File: src/rtl/arb_pkg.sv
// rtl/arb_pkg.sv - shared types and helpers for the round-robin arbiter
package arb_pkg;

    typedef enum logic {
        ARB_IDLE  = 1'b0,
        ARB_GRANT = 1'b1
    } arb_state_t;

    // Widest vector onehot_to_idx accepts; narrower vectors are zero-extended by the caller.
    localparam int ARB_MAX_W = 64;

    function automatic int unsigned onehot_to_idx(input logic [ARB_MAX_W-1:0] v);
        int unsigned idx;
        idx = 0;
        for (int i = 0; i < ARB_MAX_W; i++) begin
            if (v[i]) begin
                idx = i;
            end
        end
        return idx;
    endfunction

endpackage

File: src/rtl/pri.sv
// rtl/pri.sv - combinational priority selector, highest set index wins
module pri #(
    parameter int W = 4
) (
    input  logic [W-1:0] req,
    output logic [W-1:0] gnt
);

    always_comb begin
        gnt = '0;
        for (int i = 0; i < W; i++) begin
            if (req[i]) begin
                gnt    = '0;
                gnt[i] = 1'b1;
            end
        end
    end

endmodule

File: src/rtl/rr_arb.sv
// rtl/rr_arb.sv - round-robin arbiter with registered, acknowledge-held one-hot grant
module rr_arb
    import arb_pkg::*;
#(
    parameter int W     = 4,
    parameter int ENC_W = (W > 1) ? $clog2(W) : 1
) (
    input  logic             clk,
    input  logic             rst_n,
    input  logic [W-1:0]     i_req,
    input  logic             i_ack,
    output logic             o_gnt_vld,
    output logic [W-1:0]     o_gnt,
    output logic [ENC_W-1:0] o_gnt_enc
);

    arb_state_t       state_q, state_d;
    logic [W-1:0]     mask_q, mask_d;
    logic [W-1:0]     gnt_q, gnt_d;
    logic [ENC_W-1:0] enc_q, enc_d;

    logic [W-1:0]     req_m;
    logic [W-1:0]     gnt_m;
    logic [W-1:0]     gnt_u;
    logic [W-1:0]     pick;
    logic             ack_hit;

    // The ack cycle already searches with the post-ack mask so the next grant has no bubble.
    assign ack_hit = (state_q == ARB_GRANT) && i_ack;
    assign mask_d  = ack_hit ? (gnt_q - W'(1)) : mask_q;
    assign req_m   = i_req & mask_d;
    assign pick    = (|req_m) ? gnt_m : gnt_u;

    pri #(.W(W)) u_pri_masked (
        .req (req_m),
        .gnt (gnt_m)
    );

    pri #(.W(W)) u_pri_unmasked (
        .req (i_req),
        .gnt (gnt_u)
    );

    always_comb begin
        state_d = state_q;
        gnt_d   = gnt_q;
        enc_d   = enc_q;
        if ((state_q == ARB_IDLE) || ack_hit) begin
            if (|i_req) begin
                state_d = ARB_GRANT;
                gnt_d   = pick;
                enc_d   = ENC_W'(onehot_to_idx(ARB_MAX_W'(pick)));
            end else begin
                state_d = ARB_IDLE;
                gnt_d   = '0;
                enc_d   = '0;
            end
        end
    end

    always_ff @(posedge clk) begin
        if (!rst_n) begin
            state_q <= ARB_IDLE;
            mask_q  <= '1;
            gnt_q   <= '0;
            enc_q   <= '0;
        end else begin
            state_q <= state_d;
            mask_q  <= mask_d;
            gnt_q   <= gnt_d;
            enc_q   <= enc_d;
        end
    end

    assign o_gnt_vld = (state_q == ARB_GRANT);
    assign o_gnt     = gnt_q;
    assign o_gnt_enc = enc_q;

endmodule

File: config.mk
export PLATFORM = sky130hd
export DESIGN_NAME = rr_arb
export DESIGN_NICKNAME = d
export VERILOG_FILES = /design/src/rtl/arb_pkg.sv /design/src/rtl/pri.sv /design/src/rtl/rr_arb.sv
export SDC_FILE = /design/constraint.sdc
export NUM_CORES = 1
export LEC_CHECK = 0
export CAP_MARGIN = 20
export CORE_MARGIN = 3
export CORE_UTILIZATION = 33
export CTS_BUF_LIST = sky130_fd_sc_hd__clkbuf_4 sky130_fd_sc_hd__clkbuf_8
export CTS_CLUSTER_SIZE = 10
export DETAILED_ROUTE_END_ITERATION = 7
export GPL_TIMING_DRIVEN = 1
export PLACE_DENSITY_LB_ADDON = 0.05
export SYNTH_ARGS = -nofsm -noshare
export SYNTH_HDL_FRONTEND = slang
export SYNTH_SLANG_ARGS = --single-unit
File: constraint.sdc
create_clock -name clk -period 1.7 [get_ports clk]
set_input_delay 0.255 -clock clk [delete_from_list [all_inputs] [get_ports clk]]
set_output_delay 0.255 -clock clk [all_outputs]
set_load 0.01 [all_outputs]
==> impl_metrics.toml, run 1 <==
[detailed_routing]
vias_per_cell = 5.22
drc = 0
wl_um = 1670
drt_pass1_iterations = 4
drtIter0Drc = 10
routed-via-count = 678
wl_per_cell_um = 12.9
ant_nets = 0

[final_layout]
area_delta_synth_final_pct = 49.2
fin_area_um2 = 933
finalNonFillerCells = 130
drive_above_1_share = 0.267
antennaDiodeCount = 0
nets = 114
fin_util = 0.529

[floorplanning]
ios = 14
dieWidth_um = 49.5
die-area_um2 = 2450
fp.dieH_um = 49.5
num_rows = 15
placeableCoreArea_um2 = 1760
initial_utilization = 0.355

[timing]
clock.fmax_ghz = 0.612
timing.final.hold_violations = 0
drv_slew = 0
setup_viol = 0
tightest_slew_ns = 0.391
fin_crit_sh = 0.962
fin_skew_ns = 0.00636
min_period_ns = 1.63
slew_headroom = 0.737

[clock_network]
insertion_delay_ns = 0.28
clock_path_buffers = 2
holdBufCountCts = 0
cts_sinks = 11
path_clk_slew_ns = 0.08
post_cts_buffers = 0
cts.htree.levels = 1
numCtsBuffers = 3
clockRootBuffer = "clkbuf_4"
cts_tree = "done"

[synthesis]
synth_area_um2 = 626
synth_top_area_frac = 0.352
syn-instance-count = 77
syn_avg_cell_area_um2 = 8.12
yosysSeqAreaShare = 0.352
synth_seq_cells = 11
synthTopCellsByArea = "dfxtp_1 (35%), nand2_1 (6.6%), a21oi_1 (6.4%)"
yosys_warnings = 0
synth_cell_types = 31
yosysTopAreaCell = "dfxtp_1"
syn_nets = 85

[hold_path]
hold_class = "input port to flop"

[global_routing]
overflow = 0
grt_pass1_wl_um = 2880
grt_usage = 0.151
antenna_found_initial = 0
grt_start_max_net_pins = 10
first_global_vias = 682

[pwr]
power.leakage_nw = 0.408
p_clk_frac = 0.302
p_sw_w = 0.000193
sw_frac_of_total = 0.287
p_int_w = 0.000478
p_seq_frac = 0.435
pwr-share-comb = 0.263
ir_worst_vdd_uv = 461
pwr_density_cell_nw_per_um2 = 719

[setup_path]
cp.required_ns = 1.44
cp-start-kind = "flop"
critPathBufInv = 2
cpPeakStageDelay_ns = 0.53
path_cells = "buf_4 -> clkdlybuf4s50_1"
reg2reg_slack_ns = 0.09
critPathMaxFanout = 9
worstSetupPathType = "flop to output port"
worstPathArrival_ns = 1.38
cp-end-kind = "output port"
slowest_stage = "clkdlybuf4s50_1"
cpLargestDelayFamily = "buffers and inverters"

[place]
dpl.hpwl_um = 1300
place_area_um2 = 878
port-buffer-count = 13
place_congestion = 0.792
placedCellCount = 126

[job]
maxCapViolations = 0

[outcome]
status = "finished clean"
[metal layers]
| layer | global-route usage | up-vias | wire, µm |
|---|---|---|---|
| li1 | - | 338 | - |
| met1 | 0.192 | 312 | 747 |
| met2 | 0.236 | 24 | 791 |
| met3 | 0.0302 | 4 | 101 |
| met4 | 0.0876 | 0 | 34 |
| met5 | 0 | - | 0 |
[stage by stage]
stage | total power, W | hold slack [ns] | worst slack [ns] | setup TNS, ns
5_1_grt | 0.000711 | 0.529 | -0.000709 | -0.000709
2_1_floorplan | 0.000380 | 0.317 | 0.107 | 0
4_1_cts | 0.000672 | 0.505 | 0.0300 | 0
3_5_place_dp | 0.000468 | 0.492 | -0.216 | -1.24
6_report | 0.000671 | 0.480 | 0.0652 | 0
3_3_place_gp | 0.000470 | 0.482 | -0.223 | -1.28
[cell usage after synthesis, drive strengths merged]
master and n:
o22a 1, or3 1, o211ai 2, and2 2, buf 2, nor3 1, nand2 11, a21o 3
a21oi 9, clkbuf 1, o311ai 1, xnor2 1, nor4 2, nand2b 2, dfxtp 11, nor2 3
ha 1, a211o 2, inv 5, and4b 1, nor2b 1, a31oi 3, o22ai 1, and3 2
o21ai 2, o31a 1, nand3 4, o31ai 1
[registers in the layout, summed over array words and instances (netlist names)]
signal,count
mask_q,4
o_gnt_enc,2
o_gnt_vld,1
o_gnt,4
[area by class of cell]
| cell class | instances | area, µm² |
|---|---|---|
| tap | 25 | 31.3 |
| inverter | 5 | 18.8 |
| clock buffer | 4 | 30.0 |
| fill | 189 | 831 |
| multi-input combinational | 58 | 389 |
| sequential | 11 | 224 |
| timing repair buffer | 27 | 240 |
[cell usage in the layout, fill, tap and decap left out, drive strengths merged, types with 2 or more instances in the layout]
master         count
dlymetal6s2s       2
nor2               3
and2               2
a211o              2
a21o               3
o21ai              2
buf               14
nand3              4
nand2             11
and3               2
o211ai             2
nor4               2
nand2b             2
dfxtp             11
inv                5
a21oi              9
a31oi              3
clkbuf             4
clkdlybuf4s50     11
[power by group through the flow]
stage	Combinational, W	Clock, W	Sequential (W)
after global placement	0.000174	0	0.000296
after CTS	0.000173	0.000209	0.000290
final	0.000176	0.000203	0.000292
after floorplan	0.0000837	0	0.000296
after global routing	0.000194	0.000223	0.000294
after detailed placement	0.000172	0	0.000295
[cell families after synthesis]
logic type,count (synthesis),synth area share
fa+ha+maj,1,0.0200
simple gates,30,0.258
flops,11,0.352
compound gates,26,0.304
xor+xnor,1,0.0140
buf+inv,8,0.0520
[path summary, 6_finish.rpt]
kind,start,to,cells past startpoint
worst min-delay path,i_ack,mask_q[2],3
worst max register to register,o_gnt[0],o_gnt_enc[1],7
worst min register to register,o_gnt[1],o_gnt[1],2
worst max-delay path,o_gnt_vld,o_gnt_vld,2
[timing repair]
item / in CTS / in global routing
pin swaps: 0 / 1
resized for setup: 2 / 6
setup endpoints to repair: 2 / 6
[worst reg2reg max path, stage by stage, from the launching register on]
cell,delay (ns)
dfxtp_2,0.35
buf_4,0.14
nor4_2,0.26
buf_4,0.17
o311ai_4,0.09
and3_1,0.19
a31oi_1,0.19
a21oi_1,0.09
No activity file was read; power rests on OpenSTA's default activity.
==> run 2, diff against run 1 <==
--- a/config.mk
+++ b/config.mk
@@ -12,7 +12,6 @@
 export CTS_CLUSTER_SIZE = 10
 export DETAILED_ROUTE_END_ITERATION = 7
 export GPL_TIMING_DRIVEN = 1
-export PLACE_DENSITY_LB_ADDON = 0.05
 export SYNTH_ARGS = -nofsm -noshare
 export SYNTH_HDL_FRONTEND = slang
 export SYNTH_SLANG_ARGS = --single-unit
==> constraint.sdc (replaced) <==
create_clock -name clk -period 1.84 [get_ports clk]
set_input_delay 0.276 -clock clk [delete_from_list [all_inputs] [get_ports clk]]
set_output_delay 0.276 -clock clk [all_outputs]
set_load 0.01 [all_outputs]
==> impl_metrics.toml, run 2 (same netlist as run 1, synthesis figures left out) <==
[outcome]
status = "finished clean"

[timing]
rsz0062_at_grt = "false"
timing.final.hold_violations = 0
finalWorstSetupSlack_ns = 0.146
clock.fmax_ghz = 0.590
drv_slew = 0
fin_crit_sh = 0.921
min_period_ns = 1.69
slew_headroom = 0.723
fin_skew_ns = 0.00438
tightest_slew_ns = 0.411
setup_viol = 0

[pwr]
p_seq_frac = 0.443
ir_worst_vdd_uv = 445
sw_frac_of_total = 0.279
power.leakage_nw = 0.355
pwr-share-comb = 0.260
pwr_density_cell_nw_per_um2 = 682
p_int_w = 0.000436
p_sw_w = 0.000169
p_clk_frac = 0.297

[detailed_routing]
wl_per_cell_um = 12.6
ant_nets = 0
drc = 0
wl_um = 1610
vias_per_cell = 5.15
route.met2.wl_um = 747
drtIter0Drc = 20
routed-via-count = 654
met3WireLength_um = 79
routed.top_layer = "met4"
drt_pass1_iterations = 4
drt-met1-wl_um = 753

[setup_path]
slowest_stage = "dfxtp_1"
cp.required_ns = 2.05
critPathMaxFanout = 5
critPathBufInv = 1
cp-start-kind = "flop"
cp-end-kind = "flop"
worstPathArrival_ns = 1.90
cpLargestDelayFamily = "compound AO/OA/AOI/OAI gates"
path_cells = "inv_1 -> ha_1 -> xnor2_1 -> a211o_1 -> nand3_2 -> a211o_1 -> a21oi_2"
worstSetupPathType = "flop to flop"
crit_top_cell = "a211o_1"
cpPeakStageDelay_ns = 0.41

[final_layout]
finalNonFillerCells = 127
layout_commonest_cell = "clkdlybuf4s50_1"
drive_above_1_share = 0.196
antennaDiodeCount = 0
layout_common_cells = "clkdlybuf4s50_1 (13), nand2_1 (11), buf_4 (11), dfxtp_1 (10), a21oi_1 (8)"
fin_area_um2 = 887
area_delta_synth_final_pct = 41.8
nets = 111

[clock_network]
cts_tree = "done"
clock_path_buffers = 2
cts_sinks = 11
holdBufCountCts = 0
numCtsBuffers = 3
cts.htree.levels = 1
insertion_delay_ns = 0.26
path_clk_slew_ns = 0.07
clockRootBuffer = "clkbuf_4"

[place]
place_congestion = 0.869
port-buffer-count = 13
dpl.hpwl_um = 1260
place_area_um2 = 856
pre_cts_slack_ns = -0.0488
placedCellCount = 123

[global_routing]
antenna_found_initial = 0
overflow = 0
grt_pass1_wl_um = 2870
first_global_vias = 639
grt_start_max_net_pins = 13
grt_usage = 0.149

[floorplanning]
dieWidth_um = 49.5
num_rows = 15
die-area_um2 = 2450
initial_utilization = 0.355
fp.dieH_um = 49.5
ios = 14
placeableCoreArea_um2 = 1760

[hold_path]
hold_class = "flop to flop"

[job]
maxCapViolations = 0
-- run 2: changes by cell type in the layout (fill, tap and decap cells not counted) --
cell / delta
xnor2_2: -1
clkdlybuf4s50_1: +2
nand2_2: -1
dfxtp_1: +2
dlymetal6s2s_1: -2
buf_4: -3
a31oi_1: +1
dfxtp_2: -2
a31oi_2: -1
nand2_1: +1
xnor2_1: +1
-- run 2: power by group through the flow --
stage                     Clock, W  Combinational [W]  Sequential [W]
after floorplan                  0          0.0000773        0.000274
after global placement           0           0.000157        0.000273
after detailed placement         0           0.000155        0.000273
after CTS                 0.000183           0.000157        0.000268
after global routing      0.000199           0.000172        0.000271
final                     0.000180           0.000157        0.000268
-- run 2: stage by stage --
| stage | hold WS [ns] | TNS (ns) | utilization | power (W) |
|---|---|---|---|---|
| finish | 0.488 | 0 | 0.503 | 0.000605 |
| global route | 0.529 | 0 | 0.503 | 0.000642 |
| CTS | 0.496 | 0 | 0.502 | 0.000608 |
| detailed placement | 0.486 | -0.122 | 0.485 | 0.000429 |
| global placement | 0.472 | -0.206 | 0.485 | 0.000429 |
| floorplan | 0.338 | 0 | - | 0.000351 |
-- run 2: path summary, 6_finish.rpt --
path / endpoint / cells after the start / slack (ns) / from
worst max-delay path: o_gnt[0] / 7 / 0.15 / o_gnt[1]
worst min-delay path: o_gnt_enc[0] / 2 / 0.49 / o_gnt_enc[0]
worst max register to register: o_gnt[0] / 7 / 0.15 / o_gnt[1]
worst min register to register: o_gnt_enc[0] / 2 / 0.49 / o_gnt_enc[0]
-- run 2: metal layers --
layer / up-vias / global-route usage
li1: 328 / -
met1: 306 / 0.204
met5: - / 0
met2: 16 / 0.233
met4: 0 / 0.0553
met3: 4 / 0.0242
-- run 2: area by class of cell --
class                           instances  area, µm²
Tap cell                               25       31.3
Sequential cell                        11        221
Timing Repair Buffer                   24        213
Multi-Input combinational cell         58        373
Inverter                                5       18.8
Clock buffer                            4       30.0
Fill cell                             183        877
-- run 2: worst reg2reg max path, cell delays in order, from the launching register on --
cell	delay, ns
dfxtp_1	0.41
inv_1	0.07
ha_1	0.19
xnor2_1	0.24
a211o_1	0.21
nand3_2	0.10
a211o_1	0.31
a21oi_2	0.11
-- run 2: repair_timing --
action                                  in CTS  in global routing
endpoints found under the hold margin        0                  0
endpoints found under the setup margin       0                  1
resized for setup                            0                  1
setup buffers                                0                  0
